<file path="src/rtl/free_list_pkg.sv">
// free_list_pkg: shared sizing constants and tag types for the physical-register free list.
//   N_WAY      dispatch/retire width
//   N_PHYS_REG number of physical tags (0..N_PHYS_REG-1)
//   CDB_BITS   tag width
//   FL_DEPTH   circular buffer entries
package free_list_pkg;
   localparam int N_WAY = 2;
   localparam int N_PHYS_REG = 64;
   localparam int CDB_BITS = 6;
   localparam int FL_DEPTH = 64;
   localparam int PTR_BITS = $clog2(FL_DEPTH);
   localparam int CNT_BITS = $clog2(N_WAY + 1);
   localparam int COUNT_BITS = 7;
   // arch regs 0..31 map to tags 1..32 at reset, so tags 33..63 start free
   localparam int RESET_BASE = 33;
   localparam int RESET_FREE = 31;
   typedef logic [CDB_BITS-1:0] FREE_TAG;
   typedef logic [PTR_BITS-1:0] ptr_t;
   typedef logic [CNT_BITS-1:0] way_cnt_t;
   typedef logic [COUNT_BITS-1:0] count_t;
endpackage

</file>
<file path="src/rtl/free_list_if.sv">
// free_list_if: dispatch/retire/rollback bundle between the rename stage and the free list.
//   dis_req     per-way dispatch request          (master -> slave)
//   ret_valid   per-way retire valid              (master -> slave)
//   ret_told    per-way freed old tag             (master -> slave)
//   rollback    full squash                       (master -> slave)
//   pr_freelist per-way offered tag               (slave -> master)
//   free_count  free tags held                    (slave -> master)
//   dis_stall   fewer than N_WAY tags free        (slave -> master)
interface free_list_if
   import free_list_pkg::*;
();
   logic [N_WAY-1:0] dis_req;
   logic [N_WAY-1:0] ret_valid;
   FREE_TAG [N_WAY-1:0] ret_told;
   logic rollback;
   FREE_TAG [N_WAY-1:0] pr_freelist;
   count_t free_count;
   logic dis_stall;
   modport master (
      output dis_req, ret_valid, ret_told, rollback,
      input pr_freelist, free_count, dis_stall
   );
   modport slave (
      input dis_req, ret_valid, ret_told, rollback,
      output pr_freelist, free_count, dis_stall
   );
endinterface

</file>
<file path="src/rtl/free_list_prefix_count.sv">
// fl_prefix_count: per-way exclusive prefix popcount and total popcount of an N_WAY-bit vector.
//   vec    in  request/valid vector
//   prefix out number of bits set below each way
//   total  out number of bits set overall
module fl_prefix_count
   import free_list_pkg::*;
(
   input logic [N_WAY-1:0] vec,
   output way_cnt_t [N_WAY-1:0] prefix,
   output way_cnt_t total
);
   always_comb begin
      for (int i = 0; i < N_WAY; i++) begin
         prefix[i] = '0;
         for (int j = 0; j < i; j++) prefix[i] = prefix[i] + way_cnt_t'(vec[j]);
      end
      total = prefix[N_WAY-1] + way_cnt_t'(vec[N_WAY-1]);
   end
endmodule

</file>
<file path="src/rtl/free_list.sv">
// free_list: circular-buffer physical tag free list with speculative and architectural heads.
//   clock  in  rising-edge clock
//   reset  in  synchronous active-high reset
//   fl     slave side of free_list_if (dispatch, retire, rollback, offered tags, count, stall)
module free_list
   import free_list_pkg::*;
(
   input logic clock,
   input logic reset,
   free_list_if.slave fl
);
   FREE_TAG fl_buf [FL_DEPTH];
   ptr_t head, tail, arch_head;
   count_t count;
   way_cnt_t [N_WAY-1:0] dis_pre, ret_pre;
   way_cnt_t dis_tot, ret_tot;
   logic grant;
   ptr_t tail_nxt, arch_nxt, roll_cnt;
   count_t alloc;
   fl_prefix_count u_dis (.vec(fl.dis_req), .prefix(dis_pre), .total(dis_tot));
   fl_prefix_count u_ret (.vec(fl.ret_valid), .prefix(ret_pre), .total(ret_tot));
   // grant uses only the registered count: same-cycle frees are not yet allocatable
   assign grant = !fl.rollback && (count_t'(dis_tot) <= count);
   assign alloc = grant ? count_t'(dis_tot) : '0;
   assign tail_nxt = tail + ptr_t'(ret_tot);
   assign arch_nxt = arch_head + ptr_t'(ret_tot);
   assign roll_cnt = tail_nxt - arch_nxt;
   assign fl.free_count = count;
   assign fl.dis_stall = count < count_t'(N_WAY);
   always_comb begin
      for (int k = 0; k < N_WAY; k++) fl.pr_freelist[k] = fl_buf[head + ptr_t'(dis_pre[k])];
   end
   always_ff @(posedge clock) begin
      if (reset) begin
         for (int i = 0; i < FL_DEPTH; i++)
            fl_buf[i] <= (i < RESET_FREE) ? FREE_TAG'(RESET_BASE + i) : '0;
         head <= '0;
         arch_head <= '0;
         tail <= ptr_t'(RESET_FREE);
         count <= count_t'(RESET_FREE);
      end else begin
         for (int k = 0; k < N_WAY; k++)
            if (fl.ret_valid[k]) fl_buf[tail + ptr_t'(ret_pre[k])] <= fl.ret_told[k];
         tail <= tail_nxt;
         arch_head <= arch_nxt;
         // rollback restores the retired view; a full buffer cannot occur since tag 0 is never held
         head <= fl.rollback ? arch_nxt : head + ptr_t'(alloc);
         count <= fl.rollback ? {1'b0, roll_cnt} : count - alloc + count_t'(ret_tot);
      end
   end
endmodule

</file>
<file path="src/flat_wrapper.sv">
// flat-port wrapper written by rule: the top's interface ports become plain ports
module free_list_flat import free_list_pkg::*;
  (clock, reset, fl_dis_req, fl_ret_valid, fl_ret_told, fl_rollback, fl_pr_freelist, fl_free_count, fl_dis_stall);
  free_list_if fl_i ();
  input logic clock;
  input logic reset;
  input wire logic [$bits(fl_i.dis_req)-1:0] fl_dis_req;
  input wire logic [$bits(fl_i.ret_valid)-1:0] fl_ret_valid;
  input wire logic [$bits(fl_i.ret_told)-1:0] fl_ret_told;
  input wire logic [$bits(fl_i.rollback)-1:0] fl_rollback;
  output wire logic [$bits(fl_i.pr_freelist)-1:0] fl_pr_freelist;
  output wire logic [$bits(fl_i.free_count)-1:0] fl_free_count;
  output wire logic [$bits(fl_i.dis_stall)-1:0] fl_dis_stall;
  assign fl_i.dis_req = fl_dis_req;
  assign fl_i.ret_valid = fl_ret_valid;
  assign fl_i.ret_told = fl_ret_told;
  assign fl_i.rollback = fl_rollback;
  assign fl_pr_freelist = fl_i.pr_freelist;
  assign fl_free_count = fl_i.free_count;
  assign fl_dis_stall = fl_i.dis_stall;
  free_list u_core (.clock(clock), .reset(reset), .fl(fl_i));
endmodule
</file>
<file path="config.mk">
export PLATFORM = sky130hd
export DESIGN_NAME = free_list_flat
export DESIGN_NICKNAME = d
export VERILOG_FILES = /design/src/rtl/free_list_pkg.sv /design/src/rtl/free_list_if.sv /design/src/rtl/free_list_prefix_count.sv /design/src/rtl/free_list.sv /design/src/flat_wrapper.sv
export SDC_FILE = /design/constraint.sdc
export NUM_CORES = 1
export LEC_CHECK = 0
export ABC_CLOCK_PERIOD_IN_PS = 9200
export CAP_MARGIN = 20
export CELL_PAD_IN_SITES_DETAIL_PLACEMENT = 0
export CELL_PAD_IN_SITES_GLOBAL_PLACEMENT = 1
export CORE_UTILIZATION = 55
export DETAILED_ROUTE_END_ITERATION = 7
export GPL_TIMING_DRIVEN = 0
export MAX_ROUTING_LAYER = met4
export PLACE_DENSITY_LB_ADDON = 0.08
export SKIP_LAST_GASP = 1
export SLEW_MARGIN = 20
export SYNTH_ARGS = -nofsm -noshare
export SYNTH_HDL_FRONTEND = slang
export SYNTH_SLANG_ARGS = --single-unit
</file>
<file path="constraint.sdc">
create_clock -name clock -period 9.2 [get_ports clock]
set_input_delay 2.3 -clock clock [delete_from_list [all_inputs] [get_ports clock]]
set_output_delay 2.3 -clock clock [all_outputs]
set_load 0.01 [all_outputs]
</file>
=== After elaboration in Yosys (flattened, before gate mapping) ===
Memories as Yosys holds them, arrays and structs flattened. A register that Yosys moved wholly into a read port is not among the register bits.
Index checks and enable logic that the tools add are counted.

* Register bits after elaboration: 25
* Input bits: 19
* Word-level logic and storage cells: 41
* Memories: 1
* Output and inout port bits: 20
* Memory bits (writable): 384

{| class="wikitable"
|+ Memory list
! memory !! depth !! width !! read ports !! clocked after memory_dff !! wr ports !! RTL line !! source
|-
| u_core.fl_buf || 64 || 6 || 2 || 1 || 64 || free_list.sv:12 || <nowiki>FREE_TAG fl_buf [FL_DEPTH];</nowiki>
|}

* Reductions and logical operators: 5
* Add/subtract/negate cells: 10
* $lt $le $gt $ge: 2
* Muxes and demuxes: 18

{| class="wikitable"
|+ Operators by type and width
! kind !! number
|-
| 6-bit two-way mux || 7
|-
| 6-bit by 1-bit adder with 6-bit output || 2
|-
| 6-bit by 2-bit adder with 6-bit output || 2
|-
| 6-bit OR reduction || 2
|-
| 1-bit two-way mux || 10
|-
| 7-bit by 2-bit adder with 7-bit output || 1
|-
| 2-bit by 7-bit <= comparator with 1-bit output || 1
|-
| 7-bit by 2-bit < comparator with 1-bit output (second input constant) || 1
|-
| 7-bit subtractor || 1
|-
| 6-bit adder || 1
|-
| 6-bit subtractor || 1
|-
| 1-bit by 1-bit adder with 2-bit output || 2
|-
| 2-bit two-way mux || 1
|-
| 2-bit OR reduction || 1
|-
| 1-bit logical AND || 1
|-
| 1-bit zero test || 1
|}

=== Longest topological paths before layout ===
Gate-level depths: netlist of run 1.

* Depth in word-level cells: 7
* Gate-level depth with buffers: 18
* Mapped depth without buffers: 18

=== By module ===
A second synthesis of run 1 with hierarchy kept.

* Cells, all modules: 2069
* Area, all modules: 26538.0 um^2

{| class="wikitable"
|+ Modules (own cells, without submodules)
! module !! instances !! cells each !! sequential area each (um^2) !! area an instance (um^2)
|-
| free_list || 1 || 2057 || 12031.5 || 26445.4
|-
| fl_prefix_count || 2 || 6 || 0.0 || 46.3
|}

=== Least setup slack after synthesis of run 1 ===
Ideal clock, no wire load.

* Path kind: in2out
* Start: in fl_dis_req[0]
* End: out fl_pr_freelist[10]
* Slack: 2218 ps
* Arrival: 4682 ps
* Stages: 9
* Required time: 6900 ps
* Buffers on the path: 3
* Cell sequence: ha_1 -> ha_1 -> clkbuf_1 -> clkbuf_1 -> clkbuf_1 -> mux4_2 -> mux4_2 -> a22oi_1 -> nand2_1

* Cells in the longest elaborated chain, start to end: 2

{| class="wikitable"
|+ Ends and longest elaborated chain
! element !! RTL line !! source
|-
| start: declaration || flat_wrapper.sv:7 || <nowiki>input wire logic [$bits(fl_i.dis_req)-1:0] fl_dis_req;</nowiki>
|-
| 6-bit by 1-bit adder with 6-bit output || free_list.sv:31 || <nowiki>for (int k = 0; k < N_WAY; k++) fl.pr_freelist[k] = fl_buf[head + ptr_t'(dis_pre[k])];</nowiki>
|-
| memory read 64 x 6 bit || - ||
|-
| end: declaration || flat_wrapper.sv:11 || <nowiki>output wire logic [$bits(fl_i.pr_freelist)-1:0] fl_pr_freelist;</nowiki>
|}

Every way passes these cells.

=== Final worst setup path of run 1 ===
* Start: in fl_dis_req[0]
* End: out fl_pr_freelist[11]

The elaborated chain is that of the path after synthesis.

==> metrics.md, run 1 <==
| Metric | Value |
|---|---|
| Via count | `22280` |
| Critical Path Max Stage Delay | `0.65 ns` |
| Req. time, crit path | `6.90 ns` |
| Post-layout min period | `9.024 ns` |
| Final number of setup-violating endpoints | `0` |
| M3 GR Usage | `14.94%` |
| Post-synthesis cell count | `2330` |
| Clock Skews | `0.02872 ns` |
| I/O pin cnt | `39` |
| Largest net degree at the start of global routing | `13` |
| Post-synth EDFFs | `384` |
| Pwr dens | `210.2 nW/um^2` |
| Post-synth ARST share | `0%` |
| Area Growth Syn to Fin | `9.917%` |
| Final WL | `108600 um` |
| Die Span Y | `220.4 um` |
| Maximum vdd ir drop | `0.0001860 V` |
| Starting density of the core | `56.01%` |
| Clk pin slew, worst setup/hold paths | `0.06 ns` |
| GR Layer Usage met1 | `58.29%` |
| Skew-Pair Late Insertion Delay | `0.61 ns` |
| Syn avg cell area | `11.26 um^2` |
| Core area | `46850 um^2` |
| Synth Register Bits | `409` |
| Die area | `48590 um^2` |
| WP buf/inv | `5` |
| Share of layout cells above drive strength 1 | `18.48%` |
| PortBufs | `30` |
| Final Instance Count excl. Fillers | `3054` |
| CTS Hold Bufs | `0` |
| M2 GR Usage | `64.89%` |
| Setup_tns | `0 ns` |
| Cell family with most CP delay | `buffers and inverters` |
| CP startpoint kind | `input pin` |
| Outcome | `finished, violations left` |
| Vias in the first global route | `20200` |
| RSZ-0062 raised after global routing | `no` |
| TritonRoute pass-1 iters | `8` |
| Kind of critical path | `in2out` |
| Critical path endpoint category | `output pin` |
| Die W | `220.4 um` |
| Number of DRC markers in iteration 0 | `3892` |
| Initial antenna violation count | `4` |
| Final-stage net count | `2463` |
| Yosys Warn Count | `0` |
| Root buffer cell | `clkbuf_16` |
| CTS tree | `yes` |
| Placed Cells | `2967` |
| Crit-path cells | `clkdlybuf4s50_1 > ha_1 > ha_1 > clkbuf_1 > clkbuf_2 > clkbuf_1 > mux4_2 > mux4_2 > a22oi_1 > nand2_1 > clkdlybuf4s50_1` |
| Row count | `79` |
| Post-CTS setup buffer count | `0` |
| Power, Total | `6.064 mW` |
| Detail Placement HPWL | `80290 um` |
| Post-synth cell types | `59` |
| CTS Buffer Depth | `3` |
| First-pass GRT wire length | `149500 um` |
| Max stage delay cell, worst path | `clkbuf_1` |
| Worst min-delay path category | `reg2reg` |
| Most Crowded Layer GR | `met2` |
| Placer Congestion | `1.141` |
| Cell Area, Synth | `26240 um^2` |
| Critical path arrival | `6.72 ns` |
| Synth Net Count | `2385` |
| Post_cts resized | `3` |
| Violated checks | `design-rule violations` |
| Grt total ovfl | `0` |
| Crit path max fanout | `10` |
| Total CTS buffers | `46` |
| Tightest Pin Transition | `1.313 ns` |
| DRC violations left | `2` |
| R2R Setup Slk | `5.38 ns` |
| Vias/cell | `7.295` |
| Synth Flop Type | `edfxtp_1` |
| Routed len/inst | `35.56 um` |
| Clk sinks | `409` |
| H-Tree Depth | `2` |
| Remaining antenna violation count | `0` |
| Final hold vios | `0` |
| Fin util | `61.57%` |
| Part of the cycle the worst path needs | `98.09%` |
| MaxCap Viol Count | `0` |
| P_leak | `9.305 nW` |
| Slew HR | `12.46%` |
| Post-synthesis sequential area ratio | `45.85%` |
| Final slew viol count | `0` |
| FMAX | `110.8 MHz` |
| Total GRT Usage | `46.76%` |
layer usage:
layer | up-vias | part of all wire [%]
met1 | 10880 | 34
met4 | 0 | 8.1
met5 | - | 0
met3 | 481 | 15
met2 | 1980 | 42
li1 | 8937 | -
cell families (layout without fill, tap and decap cells):
family                     after synthesis  after routing  synth area share, %
and+or+nand+nor                        893            893                15.18
DFF                                    409            409                45.85
AOI/OAI and AO/OA                      397            397                8.453
muxes                                  304            304                23.07
buffers and inverters                  260            371                4.434
adders and majority gates               36             36                1.888
xor gates and xnor gates                31             31                1.135
other                                    0              6                    0
cell usage in the layout, fill, tap and decap left out, types with 57 or more instances in the layout:
cell / instances
o21ai_0: 197
clkbuf_1: 140
buf_2: 57
a21oi_1: 87
mux2i_1: 58
nand3_1: 57
nor2_1: 147
nand2_1: 478
nor3_1: 82
edfxtp_1: 384
mux4_2: 240
registers in the layout (all words and copies together), names as in the netlist:
name                  cells
u_core.arch_head          6
u_core.fl.free_count      7
u_core.fl_buf           384
u_core.head               6
u_core.tail               6
power breakdown:
group	switching (mW)	leakage [nW]	total (mW)	internal, mW
clock	0.797	0.726	1.93	1.13
sequential	0.0689	3.79	2.21	2.14
combinational	1.23	4.79	1.93	0.702
total	2.09	9.31	6.06	3.97
cells in the mapped netlist (38+ instances only):
library cell / n / area share, %
mux4_2: 240 / 21
nor2_1: 147 / 2.1
clkbuf_1: 140 / 2.0
a31oi_1: 38 / 0.91
nand2_1: 478 / 6.8
o21ai_0: 197 / 3.8
edfxtp_1: 384 / 44
nor3_1: 83 / 1.6
buf_2: 57 / 1.1
mux2i_1: 58 / 2.2
nand3_1: 57 / 1.1
a21oi_1: 87 / 1.7
path summary, 6_finish.rpt:
check | endpoint | depth (start not counted) | from
max reg2reg | u_core.fl_buf[10][1] | 8 | u_core.tail[0]
min reg2reg | u_core.arch_head[5] | 2 | u_core.arch_head[5]
max | fl_pr_freelist[11] | 11 | fl_dis_req[0]
min | u_core.arch_head[5] | 2 | u_core.arch_head[5]
cell type report:
class                   count  area, um^2
diodes                      6       15.01
multi-input cells        1661       13050
well taps                 607       759.5
fillers                  3798       18010
repair buffers             30       300.3
inverters                  35       131.4
clock buffers              58        1217
flip-flops and latches    409       12030
plain buffers             225        1046
clock inverters            23       291.5
metrics by stage:
stage	hold slack, ns	setup slack (ns)	instance area (um^2)
3_3_place_gp	0.5354	-0.1126	27300
5_1_grt	0.5998	0.2064	28840
2_1_floorplan	0.5005	2.218	26240
4_1_cts	0.5557	0.06404	28820
3_5_place_dp	0.5370	-0.1269	27310
6_report	0.5537	0.1757	28850
worst register-to-register path: cells and delay by family, from the launching register on:
kind | cells | cell delay, ns
simple gates | 2 | 1.69
fa+ha+maj | 2 | 0.44
flops | 1 | 0.39
xor+xnor | 1 | 0.43
compound gates | 1 | 0.10
buf+inv | 2 | 0.48
(Power assumes the default switching activity.)
==> run 2: changes to the inputs <==
CTS_BUF_LIST = sky130_fd_sc_hd__clkbuf_4 sky130_fd_sc_hd__clkbuf_8   (was unset)
PLACE_DENSITY_LB_ADDON = 0.1   (was 0.08)
==> run 2 against run 1 <==
  * The run still ends with design-rule violations left
  * Via count rose by 2.2%
  * Sequential share of layout area increased by 0.098 points
  * Wire length is 2.1% higher
  * Global-route usage up 0.60 points
  * Cell count up 1.5%
  * Cell area down 0.23%
  * Power down 2.1%
  * Critical path type unchanged
  * Critical endpoint is now fl_pr_freelist[6]
  * Highest routed layer unchanged
==> metrics.md, run 2 (synthesis gave the netlist of run 1 again) <==
| Metric | Value |
|---|---|
| TritonRoute pass-1 iters | `8 (unchanged)` |
| Core area | `46850 um^2 (unchanged)` |
| Fin util | `61.42% (-0.14 points)` |
| Maximum vdd ir drop | `0.0001883 V (+1.2%)` |
| FMAX | `111.1 MHz (+0.24%)` |
| Vias/cell | `7.350 (+0.76%)` |
| Final slew viol count | `0 (unchanged)` |
| Clk sinks | `409 (unchanged)` |
| Routed len/inst | `35.77 um (+0.57%)` |
| Skew-Pair Late Insertion Delay | `0.71 ns (+0.10 ns)` |
| Detail Placement HPWL | `80630 um (+0.42%)` |
| Violated checks | `design-rule violations` |
| Biggest register | `u_core.fl_buf` |
| Post-CTS setup buffer count | `0 (unchanged)` |
| CTS tree | `yes` |
| # fillers | `3791 (-0.18%)` |
| Tightest Pin Transition | `1.352 ns (+0.03894 ns)` |
| Commonest non-fill, non-tap cells in the layout | `nand2_1, edfxtp_1, mux4_2` |
| Pwr dens | `206.2 nW/um^2 (-1.9%)` |
| H-Tree Depth | `3 (+1)` |
| MaxCap Viol Count | `0 (unchanged)` |
| Total CTS buffers | `72 (+57%)` |
| Final number of setup-violating endpoints | `0 (unchanged)` |
| Final WL | `110800 um (+2.1%)` |
| Crit-path cells | `clkdlybuf4s50_1 > ha_1 > ha_1 > clkbuf_1 > clkbuf_1 > mux4_2 > mux4_2 > a22oi_1 > nand2_1 > clkdlybuf4s50_1` |
| Die W | `220.4 um (unchanged)` |
| Grt total ovfl | `0 (unchanged)` |
| Clk pin slew, worst setup/hold paths | `0.05 ns (about the same)` |
| Root buffer cell | `clkbuf_8` |
| Critical Path Max Stage Delay | `0.99 ns (+0.34 ns)` |
| Vias in the first global route | `20560 (+1.8%)` |
| DRC violations left | `2 (unchanged)` |
| Worst min-delay path category | `reg2reg` |
| WL met3 | `16460 um (-2.1%)` |
| Final hold vios | `0 (unchanged)` |
| Critical path endpoint category | `output pin` |
| Placed Cells | `2967 (unchanged)` |
| Slew HR | `9.864% (-2.6 points)` |
| Power, Total | `5.936 mW (-2.1%)` |
| Critical path arrival | `6.70 ns (-0.02 ns)` |
| Row count | `79 (unchanged)` |
| Share of layout cells above drive strength 1 | `20.27% (+1.8 points)` |
| PortBufs | `30 (unchanged)` |
| Largest net degree at the start of global routing | `11 (-2)` |
| Remaining antenna violation count | `0 (unchanged)` |
| Die Span Y | `220.4 um (unchanged)` |
| Commonest non-fill, non-tap cell in the layout | `nand2_1` |
| Part of the cycle the worst path needs | `97.85% (-0.24 points)` |
| Outcome | `finished, violations left` |
| Clock Skews | `0.02413 ns (-0.004597 ns)` |
| Met2 routed WL | `47330 um (+2.7%)` |
| Total GRT Usage | `47.36% (+0.60 points)` |
| Max reg flops | `384 (unchanged)` |
| Setup_tns | `0 ns (unchanged)` |
| Req. time, crit path | `6.90 ns (about the same)` |
| P_leak | `9.351 nW (+0.49%)` |
| Starting density of the core | `56.01% (unchanged)` |
| Initial antenna violation count | `0 (-4)` |
| Top layer in use | `met4` |
| Number of DRC markers in iteration 0 | `4388 (+13%)` |
| CTS Hold Bufs | `0 (unchanged)` |
| Met1 WL | `38060 um (+3.1%)` |
| Final-stage net count | `2490 (+1.1%)` |
| Area Growth Syn to Fin | `9.659%` |
| Hold_ws | `0.5474 ns (-0.006316 ns)` |
| Die area | `48590 um^2 (unchanged)` |
| Via count | `22780 (+2.2%)` |
| I/O pin cnt | `39 (unchanged)` |
| Crit path max fanout | `10 (unchanged)` |
| Max stage delay cell, worst path | `clkbuf_1` |
| Post-layout min period | `9.002 ns (-0.02196 ns)` |
| Final Instance Count excl. Fillers | `3099 (+1.5%)` |
| RSZ-0062 raised after global routing | `no` |
| CP startpoint kind | `input pin` |
| Placer Congestion | `1.066 (-6.5%)` |
| First-pass GRT wire length | `151000 um (+0.96%)` |
| Kind of critical path | `in2out` |
| CTS Buffer Depth | `3 (unchanged)` |
[run 2: critical path: cells and delay by family]
| kind | cells | cell delay (ns) |
|---|---|---|
| buffers and inverters | 4 | 2.20 |
| muxes | 2 | 1.02 |
| adders and majority gates | 2 | 0.55 |
| AOI/OAI and AO/OA | 1 | 0.37 |
| and+or+nand+nor | 1 | 0.24 |
[run 2: repair_timing]
item,4_1_cts,5_1_grt
hold endpoints to repair,0,0
setup endpoints to repair,6,6
pin swaps,0,0
resized for setup,1,5
[run 2: final timing paths]
check	depth (start not counted)	from	end	slack [ns]
worst max-delay path	10	fl_dis_req[0]	fl_pr_freelist[6]	0.20
worst min register to register	2	u_core.arch_head[5]	u_core.arch_head[5]	0.55
worst max register to register	8	u_core.tail[0]	u_core.fl_buf[62][4]	5.20
worst min-delay path	2	u_core.arch_head[5]	u_core.arch_head[5]	0.55
[run 2: final cells by class]
cell class / instances / area (um^2) / share of cell area (%)
antenna: 1 / 2.502 / 0.008695
buffer: 225 / 1044 / 3.626
clock buffer: 107 / 1291 / 4.487
clock inverter: 23 / 155.1 / 0.5391
inverter: 35 / 131.4 / 0.4565
multi-input combinational: 1661 / 13050 / 45.34
sequential: 409 / 12030 / 41.81
tap: 607 / 759.5 / 2.639
timing repair buffer: 31 / 315.3 / 1.096
[run 2: metrics by stage]
step,setup WS (ns),area [um^2]
2_1_floorplan,2.218,26240
3_3_place_gp,-0.2635,27300
3_5_place_dp,-0.2377,27310
4_1_cts,0.05439,28760
5_1_grt,0.2047,28780
6_report,0.1976,28780
[run 2: power by group]
group	leakage [nW]	switching, mW	total (mW)	internal, mW
combinational	4.79	1.24	1.94	0.702
clock	0.771	0.833	1.79	0.953
sequential	3.79	0.0682	2.21	2.14
total	9.35	2.14	5.94	3.79
[run 2: metal layers]
layer	vias to the layer above	GRT usage, %
met3	481	14.23
met5	-	-
li1	8996	-
met2	2172	66.37
met1	11130	59.47
met4	0	31.20
